File: src/rtl/fraction_div_sqrt_unit.sv
// Iterative radix-2 restoring divide / square-root engine for the FPU mantissa path.
// One result bit per cycle through a single shared subtractor; one operation in flight.
module fraction_div_sqrt_unit #(
  parameter int FRAC_WIDTH = 24,
  parameter int QUOT_WIDTH = 27,
  parameter int REM_WIDTH  = 27
) (
  input  logic                  clk,
  input  logic                  reset_n,
  input  logic                  flush,
  input  logic                  in_valid,
  output logic                  in_ready,
  input  logic [2:0]            op_in,
  input  logic [9:0]            exp_in,
  input  logic [FRAC_WIDTH-1:0] dividend,
  input  logic [FRAC_WIDTH-1:0] divisor,
  input  logic                  sqrt_odd,
  output logic                  out_valid,
  input  logic                  out_ready,
  output logic [2:0]            op_out,
  output logic [9:0]            exp_out,
  output logic [QUOT_WIDTH-1:0] quotient,
  output logic [REM_WIDTH-1:0]  remainder
);

  localparam int RW = QUOT_WIDTH + 2;
  localparam int MW = 2 * QUOT_WIDTH;
  localparam int CW = $clog2(QUOT_WIDTH);

  typedef enum logic [1:0] {IDLE, BUSY, DONE} state_t;

  state_t                state;
  logic [CW-1:0]         count;
  logic [RW-1:0]         rem_q;
  logic [QUOT_WIDTH-1:0] quot_q;
  logic [MW-1:0]         mant_q;
  logic [FRAC_WIDTH-1:0] div_b;
  logic                  is_sqrt;
  logic                  div_zero;

  logic [RW-1:0]         minuend;
  logic [RW-1:0]         subtrahend;
  logic [RW:0]           diff;
  logic                  fits;
  logic [RW-1:0]         kept;
  logic [QUOT_WIDTH-1:0] quot_next;
  logic [REM_WIDTH-1:0]  rem_fmt;

  assign in_ready = (state == IDLE);

  // Shared subtractor: sqrt brings in the next two radicand bits and tries 4q+1,
  // divide tries the divisor against the current partial remainder.
  always_comb begin
    minuend    = rem_q;
    subtrahend = {{(RW-FRAC_WIDTH){1'b0}}, div_b};
    if (is_sqrt) begin
      minuend    = {rem_q[RW-3:0], mant_q[MW-1:MW-2]};
      subtrahend = {quot_q, 2'b01};
    end
    diff      = {1'b0, minuend} - {1'b0, subtrahend};
    fits      = ~diff[RW];
    kept      = fits ? diff[RW-1:0] : minuend;
    quot_next = {quot_q[QUOT_WIDTH-2:0], fits};
    rem_fmt   = kept[REM_WIDTH-1:0];
    if (is_sqrt) begin
      rem_fmt = {|kept[RW-1:REM_WIDTH-1], kept[REM_WIDTH-2:0]};
    end
  end

  always_ff @(posedge clk or negedge reset_n) begin
    if (!reset_n) begin
      state     <= IDLE;
      count     <= '0;
      rem_q     <= '0;
      quot_q    <= '0;
      mant_q    <= '0;
      div_b     <= '0;
      is_sqrt   <= 1'b0;
      div_zero  <= 1'b0;
      out_valid <= 1'b0;
      op_out    <= '0;
      exp_out   <= '0;
      quotient  <= '0;
      remainder <= '0;
    end else if (flush) begin
      state     <= IDLE;
      count     <= '0;
      out_valid <= 1'b0;
    end else begin
      case (state)
        IDLE: begin
          if (in_valid) begin
            state    <= BUSY;
            count    <= CW'(QUOT_WIDTH - 1);
            op_out   <= op_in;
            exp_out  <= exp_in;
            quot_q   <= '0;
            div_b    <= divisor;
            is_sqrt  <= (op_in == 3'd4);
            div_zero <= (op_in != 3'd4) && !divisor[FRAC_WIDTH-1];
            if (op_in == 3'd4) begin
              rem_q <= '0;
            end else begin
              rem_q <= {{(RW-FRAC_WIDTH){1'b0}}, dividend};
            end
            if (sqrt_odd) begin
              mant_q <= {dividend, 1'b0, {(MW-FRAC_WIDTH-1){1'b0}}};
            end else begin
              mant_q <= {1'b0, dividend, {(MW-FRAC_WIDTH-1){1'b0}}};
            end
          end
        end
        BUSY: begin
          quot_q <= quot_next;
          if (is_sqrt) begin
            rem_q  <= kept;
            mant_q <= mant_q << 2;
          end else if (count != '0) begin
            rem_q <= kept << 1;
          end else begin
            rem_q <= kept;
          end
          if (count == '0) begin
            state     <= DONE;
            out_valid <= 1'b1;
            quotient  <= div_zero ? '1 : quot_next;
            remainder <= div_zero ? '0 : rem_fmt;
          end else begin
            count <= count - 1'b1;
          end
        end
        DONE: begin
          if (out_ready) begin
            state     <= IDLE;
            out_valid <= 1'b0;
          end
        end
        default: begin
          state     <= IDLE;
          out_valid <= 1'b0;
        end
      endcase
    end
  end

endmodule

File: config.mk
export PLATFORM = sky130hd
export DESIGN_NAME = fraction_div_sqrt_unit
export DESIGN_NICKNAME = d
export VERILOG_FILES = /design/src/rtl/fraction_div_sqrt_unit.sv
export SDC_FILE = /design/constraint.sdc
export NUM_CORES = 1
export LEC_CHECK = 0
export ABC_AREA = 1
export CAP_MARGIN = 5
export CORE_ASPECT_RATIO = 0.75
export CORE_MARGIN = 5
export CORE_UTILIZATION = 30
export DETAILED_ROUTE_END_ITERATION = 12
export PLACE_DENSITY = 0.57
export SKIP_LAST_GASP = 1
export SYNTH_ARGS = -nofsm -noshare
export SYNTH_HDL_FRONTEND = slang
export SYNTH_SLANG_ARGS = --single-unit
File: constraint.sdc
create_clock -name clk -period 6.7 [get_ports clk]
set_input_delay 1.005 -clock clk [delete_from_list [all_inputs] [get_ports clk]]
set_output_delay 1.005 -clock clk [all_outputs]
set_load 0.03 [all_outputs]
==> results.py, run 1 <==
metrics = {
    "timing": {
        "setup_tns_ns": 0,
        "setup_viol": 0,
        "max_slew.worst_pin.slew_ns": 0.910,
        "hold_viol": 0,
        "max_freq_ghz": 0.236,
        "max-slew-margin-rel_pct": 39.1,
        "final_max_slew_viol_count": 0,
        "fin_crit_ns": 4.24,
        "clock_skew_ns": 0.0186,
        "period_share_pct": 63.3,
        "rsz0062_at_grt": "false",
    },
    "finish": {
        "layout.cells.most_common_list": "506 x nand2_1, 206 x inv_1, 181 x dfrtp_1",
        "syn_to_final_growth_pct": 21.6,
        "layout-drive-gt1-share_pct": 5.73,
        "fillers": 3810,
        "antenna_cells": 0,
        "nets": 1760,
        "layout_commonest_cell": "nand2_1",
    },
    "placement": {
        "port_buffers": 135,
        "hpwl_um": 27200,
        "globalplace.congestion": 0.930,
    },
    "synthesis": {
        "synth_cells": 1563,
        "synth_top_area_cell": "dfrtp_1",
        "synth-edff-count": 0,
        "ys_seq_area_share_pct": 41.3,
        "ys_types": 44,
        "yosys_warnings": 0,
        "async_flop_share_pct": 100,
        "ys_top_cells_by_area": "dfrtp_1 41%, nand2_1 17%, inv_1 7.0%",
        "syn_area_um2": 11000,
        "avgSynthCellArea_um2": 7.06,
        "ys_ff_latch": 182,
        "synth.top_cell.area_share_pct": 41.3,
        "syn_nets": 1662,
        "synth_ff_type": "dfrtp_1",
    },
    "floorplan": {
        "placement_rows": 60,
        "dieArea_um2": 40800,
        "initial_utilization_pct": 30.6,
        "die_x_um": 232,
        "fp.coreArea_um2": 36100,
        "die_h_um": 176,
        "io-pin-count": 136,
    },
    "clocking": {
        "htreeDepth": 4,
        "holdBufCountCts": 0,
        "clkSlewWorstSetupHoldPaths_ns": 0.07,
        "post_cts_resized": 0,
        "cts_root_buf": "clkbuf_16",
        "clkLatencyLatePin_ns": 0.46,
        "cts.sinks": 182,
        "cts_setup_buffers": 0,
        "cts_made_buffers": 17,
        "cts_max_path_buffers": 2,
        "cts_tree": "built",
    },
    "setup_path": {
        "startpoint_type": "flip-flop",
        "crit_path_end_kind": "flip-flop",
        "crit_fanout": 49,
        "worstSetupPathType": "flip-flop to flip-flop",
        "arrival_ns": 4.64,
        "cp.required_ns": 7.09,
    },
    "pwr": {
        "intPower_mw": 3.70,
        "power_frac_clock_pct": 13.6,
        "powerDensity_nw_per_um2": 581,
        "ir_worst_vdd_v": 0.000241,
        "power_switching_mw": 4.10,
        "p_comb_share_pct": 63.1,
        "p_leak_nw": 6.48,
        "switching_share_pct": 52.6,
        "seqPwrFrac_pct": 23.3,
        "total_power_mw": 7.79,
    },
    "detailed_routing": {
        "ant_nets": 0,
        "vias": 10400,
        "wl_per_cell_um": 16.9,
        "first_pass_iters": 5,
        "drt-total-wl_um": 36600,
        "drc": 0,
        "drt_iter0_markers": 949,
        "drt-vias-per-instance": 4.80,
    },
    "global_routing": {
        "antenna_found_initial": 0,
        "grt_pass1_wl_um": 57800,
        "grt_pass1_vias": 10100,
        "grt_max_degree": 79,
        "grt_usage_pct": 17.9,
        "overflow": 0,
    },
    "min_path": {
        "min_path_type": "flip-flop to flip-flop",
    },
    "run_status": {
        "outcome": "completed",
    },
    "flow_run": {
        "maxCapViolCount": 0,
    },
}
==> synth_stat cells, types with 10 or more instances <==
master and count:
o21ai_0 118, inv_1 206, dfrtp_1 182, o211ai_1 29, o21ai_1 16, inv_2 10
nand2_1 506, clkbuf_1 48, nand2_2 10, nand3_1 134, a31oi_1 20, or2_2 10
buf_2 15, ha_1 31, a21oi_1 56, nor2_1 82
==> per-layer routing <==
metal / track usage (%) / vias to the layer above / part of all wire [%]
li1: - / 5191 / -
met1: 27.4 / 4884 / 51
met2: 26.5 / 303 / 42
met3: 3.54 / 32 / 5.6
met4: 3.19 / 0 / 1.1
met5: 0 / - / 0
==> power by group through the flow <==
stage                     registers, mW  logic [mW]  clock network, mW
after detailed placement           1.83        4.87                  0
after CTS                          1.82        4.89               1.08
after global placement             1.84        4.84                  0
final                              1.82        4.92               1.06
after global routing               1.88        5.45               1.12
after floorplan                    2.10        3.07                  0
==> worst max-delay path: stages (launching register included) <==
cell	delay (ns)
dfrtp_2	0.84
inv_1	0.42
or2_2	0.38
o21ai_0	0.16
inv_1	0.15
ha_1	0.42
nand2_2	0.16
inv_2	0.05
a21oi_2	0.19
nand2_1	0.16
a21oi_4	0.21
nand2_8	0.20
inv_6	0.28
nand2_1	0.09
nand2_1	0.14
nand2_1	0.08
o211ai_1	0.11
nand2_1	0.07
inv_1	0.06
==> final cells by class <==
class                      instances  area [um^2]  area share [%]
clock buffer                      21          460            3.43
multi-input combinational       1092         5360            39.9
sequential                       182         4560            33.9
clock inverter                    11          141            1.05
inverter                         219          827            6.16
timing repair buffer             149         1460            10.9
tap                              496          621            4.62
==> registers in the layout, indices dropped and copies added (netlist names), 3 cells and up <==
name	flops
mant_q	25
rem_q	29
div_b	24
quotient	27
remainder	27
exp_out	10
op_out	3
quot_q	27
count	5
==> metrics by stage <==
step | hold WS [ns] | cell area [um^2] | setup slack [ns] | utilization, % | cells
5_1_grt | 0.498 | 13400 | 2.24 | 37.2 | 2170
2_1_floorplan | 0.441 | 11000 | 3.82 | - | 1563
3_3_place_gp | 0.461 | 12800 | 2.71 | 35.5 | 2138
6_report | 0.477 | 13400 | 2.46 | 37.2 | 2170
4_1_cts | 0.481 | 13400 | 2.54 | 37.2 | 2170
3_5_place_dp | 0.462 | 12800 | 2.57 | 35.5 | 2138
==> cells by family (layout without fill, tap and decap cells) <==
family / count (synthesis) / in the layout / synth area share, %
compound gates: 275 / 275 / 14.4
xor+xnor: 14 / 14 / 1.11
fa+ha+maj: 32 / 32 / 3.69
buf+inv: 289 / 400 / 10.4
flops: 182 / 182 / 41.3
mux: 1 / 1 / 0.0907
simple gates: 770 / 770 / 29.0
==> path summary, 6_finish.rpt <==
check,start,endpoint,slack (ns),depth (start not counted)
max,is_sqrt,rem_q[8],2.46,18
min,remainder[16],remainder[16],0.48,2
max reg2reg,is_sqrt,rem_q[8],2.46,18
min reg2reg,remainder[16],remainder[16],0.48,2
max in group asynchronous,reset_n,quot_q[24],4.89,2
min in group asynchronous,reset_n,remainder[21],0.57,1
(Power assumes the default switching activity.)
==> run 2: changes to the inputs <==
- PLACE_DENSITY: 0.57 -> 0.59
- clock period: 6.7 -> 3.8 ns (I/O delays scaled with it)
==> run 2 against run 1 <==
Utilization up 0.31 points. Combinational power up 80%. Clock power up 66%. Sequential share of layout area down 0.28 points. Non-clock buffer count up 13. Largest cell class unchanged.
==> results.py, run 2 (synthesis results as in run 1) <==
metrics = {
    "run_status": {
        "outcome": "completed",
    },
    "finish": {
        "layout-drive-gt1-share_pct": 6.52,
        "final_cells": 2183,
        "top_register": "rem_q",
        "fillers": 3811,
        "nets": 1773,
        "antenna_cells": 0,
        "layout_commonest_cell": "nand2_1",
        "layout.cells.most_common_list": "506 x nand2_1, 206 x inv_1, 181 x dfrtp_1",
        "design_area_um2": 13500,
        "syn_to_final_growth_pct": 22.6,
        "largest_reg_flops": 29,
    },
    "setup_path": {
        "path_cells": "inv_1 > or2_2 > o21ai_0 > inv_1 > ha_1 > a21oi_1 > o21ai_1 > nand2_1 > nand2_1 > a21oi_4 > nand2_8 > inv_6 > nand2_1 > nand3_1 > nand2_1 > o21ai_1 > inv_1",
        "rr_startpoint": "is_sqrt",
        "regToRegSetupSlack_ns": 0.48,
        "arrival_ns": 3.66,
        "crit_fanout": 28,
        "endpoint": "rem_q[9]",
        "critPathMaxStageDelay_ns": 0.41,
        "startpoint_type": "flip-flop",
        "crit-reg2reg-capture": "rem_q[9]",
        "rr_worst_depth": 17,
        "crit_slowest_cell": "ha_1",
        "crit_start": "is_sqrt",
        "cp_common_cell": "nand2_1",
        "crit_path_end_kind": "flip-flop",
        "worstSetupPathType": "flip-flop to flip-flop",
        "cp.required_ns": 4.14,
    },
    "pwr": {
        "total_power_mw": 13.8,
        "powerDensity_nw_per_um2": 1020,
        "p_leak_nw": 6.54,
        "ir_worst_vdd_v": 0.000414,
    },
    "timing": {
        "max-slew-margin-rel_pct": 23.4,
        "max_freq_ghz": 0.301,
        "fin_crit_ns": 3.32,
        "final_max_slew_viol_count": 0,
        "max_slew.worst_pin.slew_ns": 1.14,
        "clock_skew_ns": 0.0179,
        "period_share_pct": 87.4,
        "setup_viol": 0,
        "setup_tns_ns": 0,
        "hold_viol": 0,
        "rsz0062_at_grt": "false",
    },
    "detailed_routing": {
        "drc": 0,
        "first_pass_iters": 6,
        "wl_per_cell_um": 17.0,
        "drt-total-wl_um": 37100,
        "ant_nets": 0,
        "drt-vias-per-instance": 4.86,
        "drt_iter0_markers": 1059,
        "vias": 10600,
    },
    "clocking": {
        "holdBufCountCts": 0,
        "cts_setup_buffers": 0,
        "cts_max_path_buffers": 2,
        "htreeDepth": 4,
        "post_cts_resized": 0,
        "clkSlewWorstSetupHoldPaths_ns": 0.07,
        "clkLatencyLatePin_ns": 0.46,
        "cts.sinks": 182,
        "cts_tree": "built",
        "cts_root_buf": "clkbuf_16",
        "cts_made_buffers": 17,
    },
    "global_routing": {
        "grtUsageMet2_pct": 27.1,
        "grt_max_degree": 103,
        "grt_pass1_wl_um": 59300,
        "busiest_layer": "met1",
        "overflow": 0,
        "grt_usage_pct": 18.3,
        "grt_util_met1_pct": 27.8,
        "grt_pass1_vias": 10300,
        "grt_use_met3_pct": 3.31,
        "antenna_found_initial": 0,
    },
    "floorplan": {
        "dieArea_um2": 40800,
        "placement_rows": 60,
        "initial_utilization_pct": 30.6,
        "die_x_um": 232,
        "die_h_um": 176,
        "io-pin-count": 136,
        "fp.coreArea_um2": 36100,
    },
    "placement": {
        "port_buffers": 135,
        "placedInstanceArea_um2": 13000,
        "place_inst": 2151,
        "globalplace.congestion": 0.975,
        "hpwl_um": 27700,
    },
    "min_path": {
        "min_path_type": "input pin to async pin",
    },
    "flow_run": {
        "maxCapViolCount": 0,
    },
}
-- run 2: cell types whose count changed in the layout (fill, tap and decap cells not counted) --
cell / change
o21ai_4: +1
inv_8: +1
clkinv_2: +1
bufinv_16: -2
clkinvlp_4: -1
clkbuf_1: -1
o21ai_2: -1
buf_12: +4
buf_4: +9
clkbuf_8: -1
inv_6: +3
-- run 2: critical path, delay by kind of cell (launching register included) --
kind | cells | cell delay (ns)
AO/OA/AOI/OAI | 5 | 0.83
buffers and inverters | 4 | 0.61
AND/OR/NAND/NOR | 7 | 0.94
flip-flops | 1 | 0.38
adder cells (fa/ha/maj) | 1 | 0.41
-- run 2: worst min-delay path by stage --
stage	to	slack, ns	depth (start not counted)
floorplan	count[0]	0.27	0
global placement	div_b[5]	0.46	2
detailed placement	div_b[16]	0.46	2
CTS	mant_q[47]	0.26	1
global route	mant_q[47]	0.26	1
finish	mant_q[47]	0.16	1
-- run 2: stage by stage --
stage	utilization, %	hold slack [ns]	worst slack [ns]
after global placement	35.9	0.459	0.484
final	37.5	0.164	0.479
after global routing	37.5	0.263	0.253
after CTS	37.5	0.258	0.491
after detailed placement	35.9	0.460	0.505
after floorplan	-	0.274	0.918
-- run 2: layout make-up --
| cell class | count | area (um^2) | share of cell area, % |
|---|---|---|---|
| clock inverter | 13 | 116 | 0.860 |
| timing repair buffer | 162 | 1610 | 11.9 |
| sequential | 182 | 4560 | 33.7 |
| clock buffer | 19 | 443 | 3.27 |
| inverter | 219 | 827 | 6.11 |
| tap | 496 | 621 | 4.59 |
| multi-input combinational | 1092 | 5360 | 39.6 |
-- run 2: metal layers --
layer / wire, um / vias to the layer above
met1: 18900 / 5029
li1: - / 5216
met2: 15600 / 328
met3: 2210 / 37
met5: 0 / -
met4: 435 / 0
-- run 2: where the power goes --
part	switching, mW	internal (mW)
Sequential	0.494	2.69
Combinational	5.93	2.93
Clock	0.883	0.879
Total	7.31	6.50
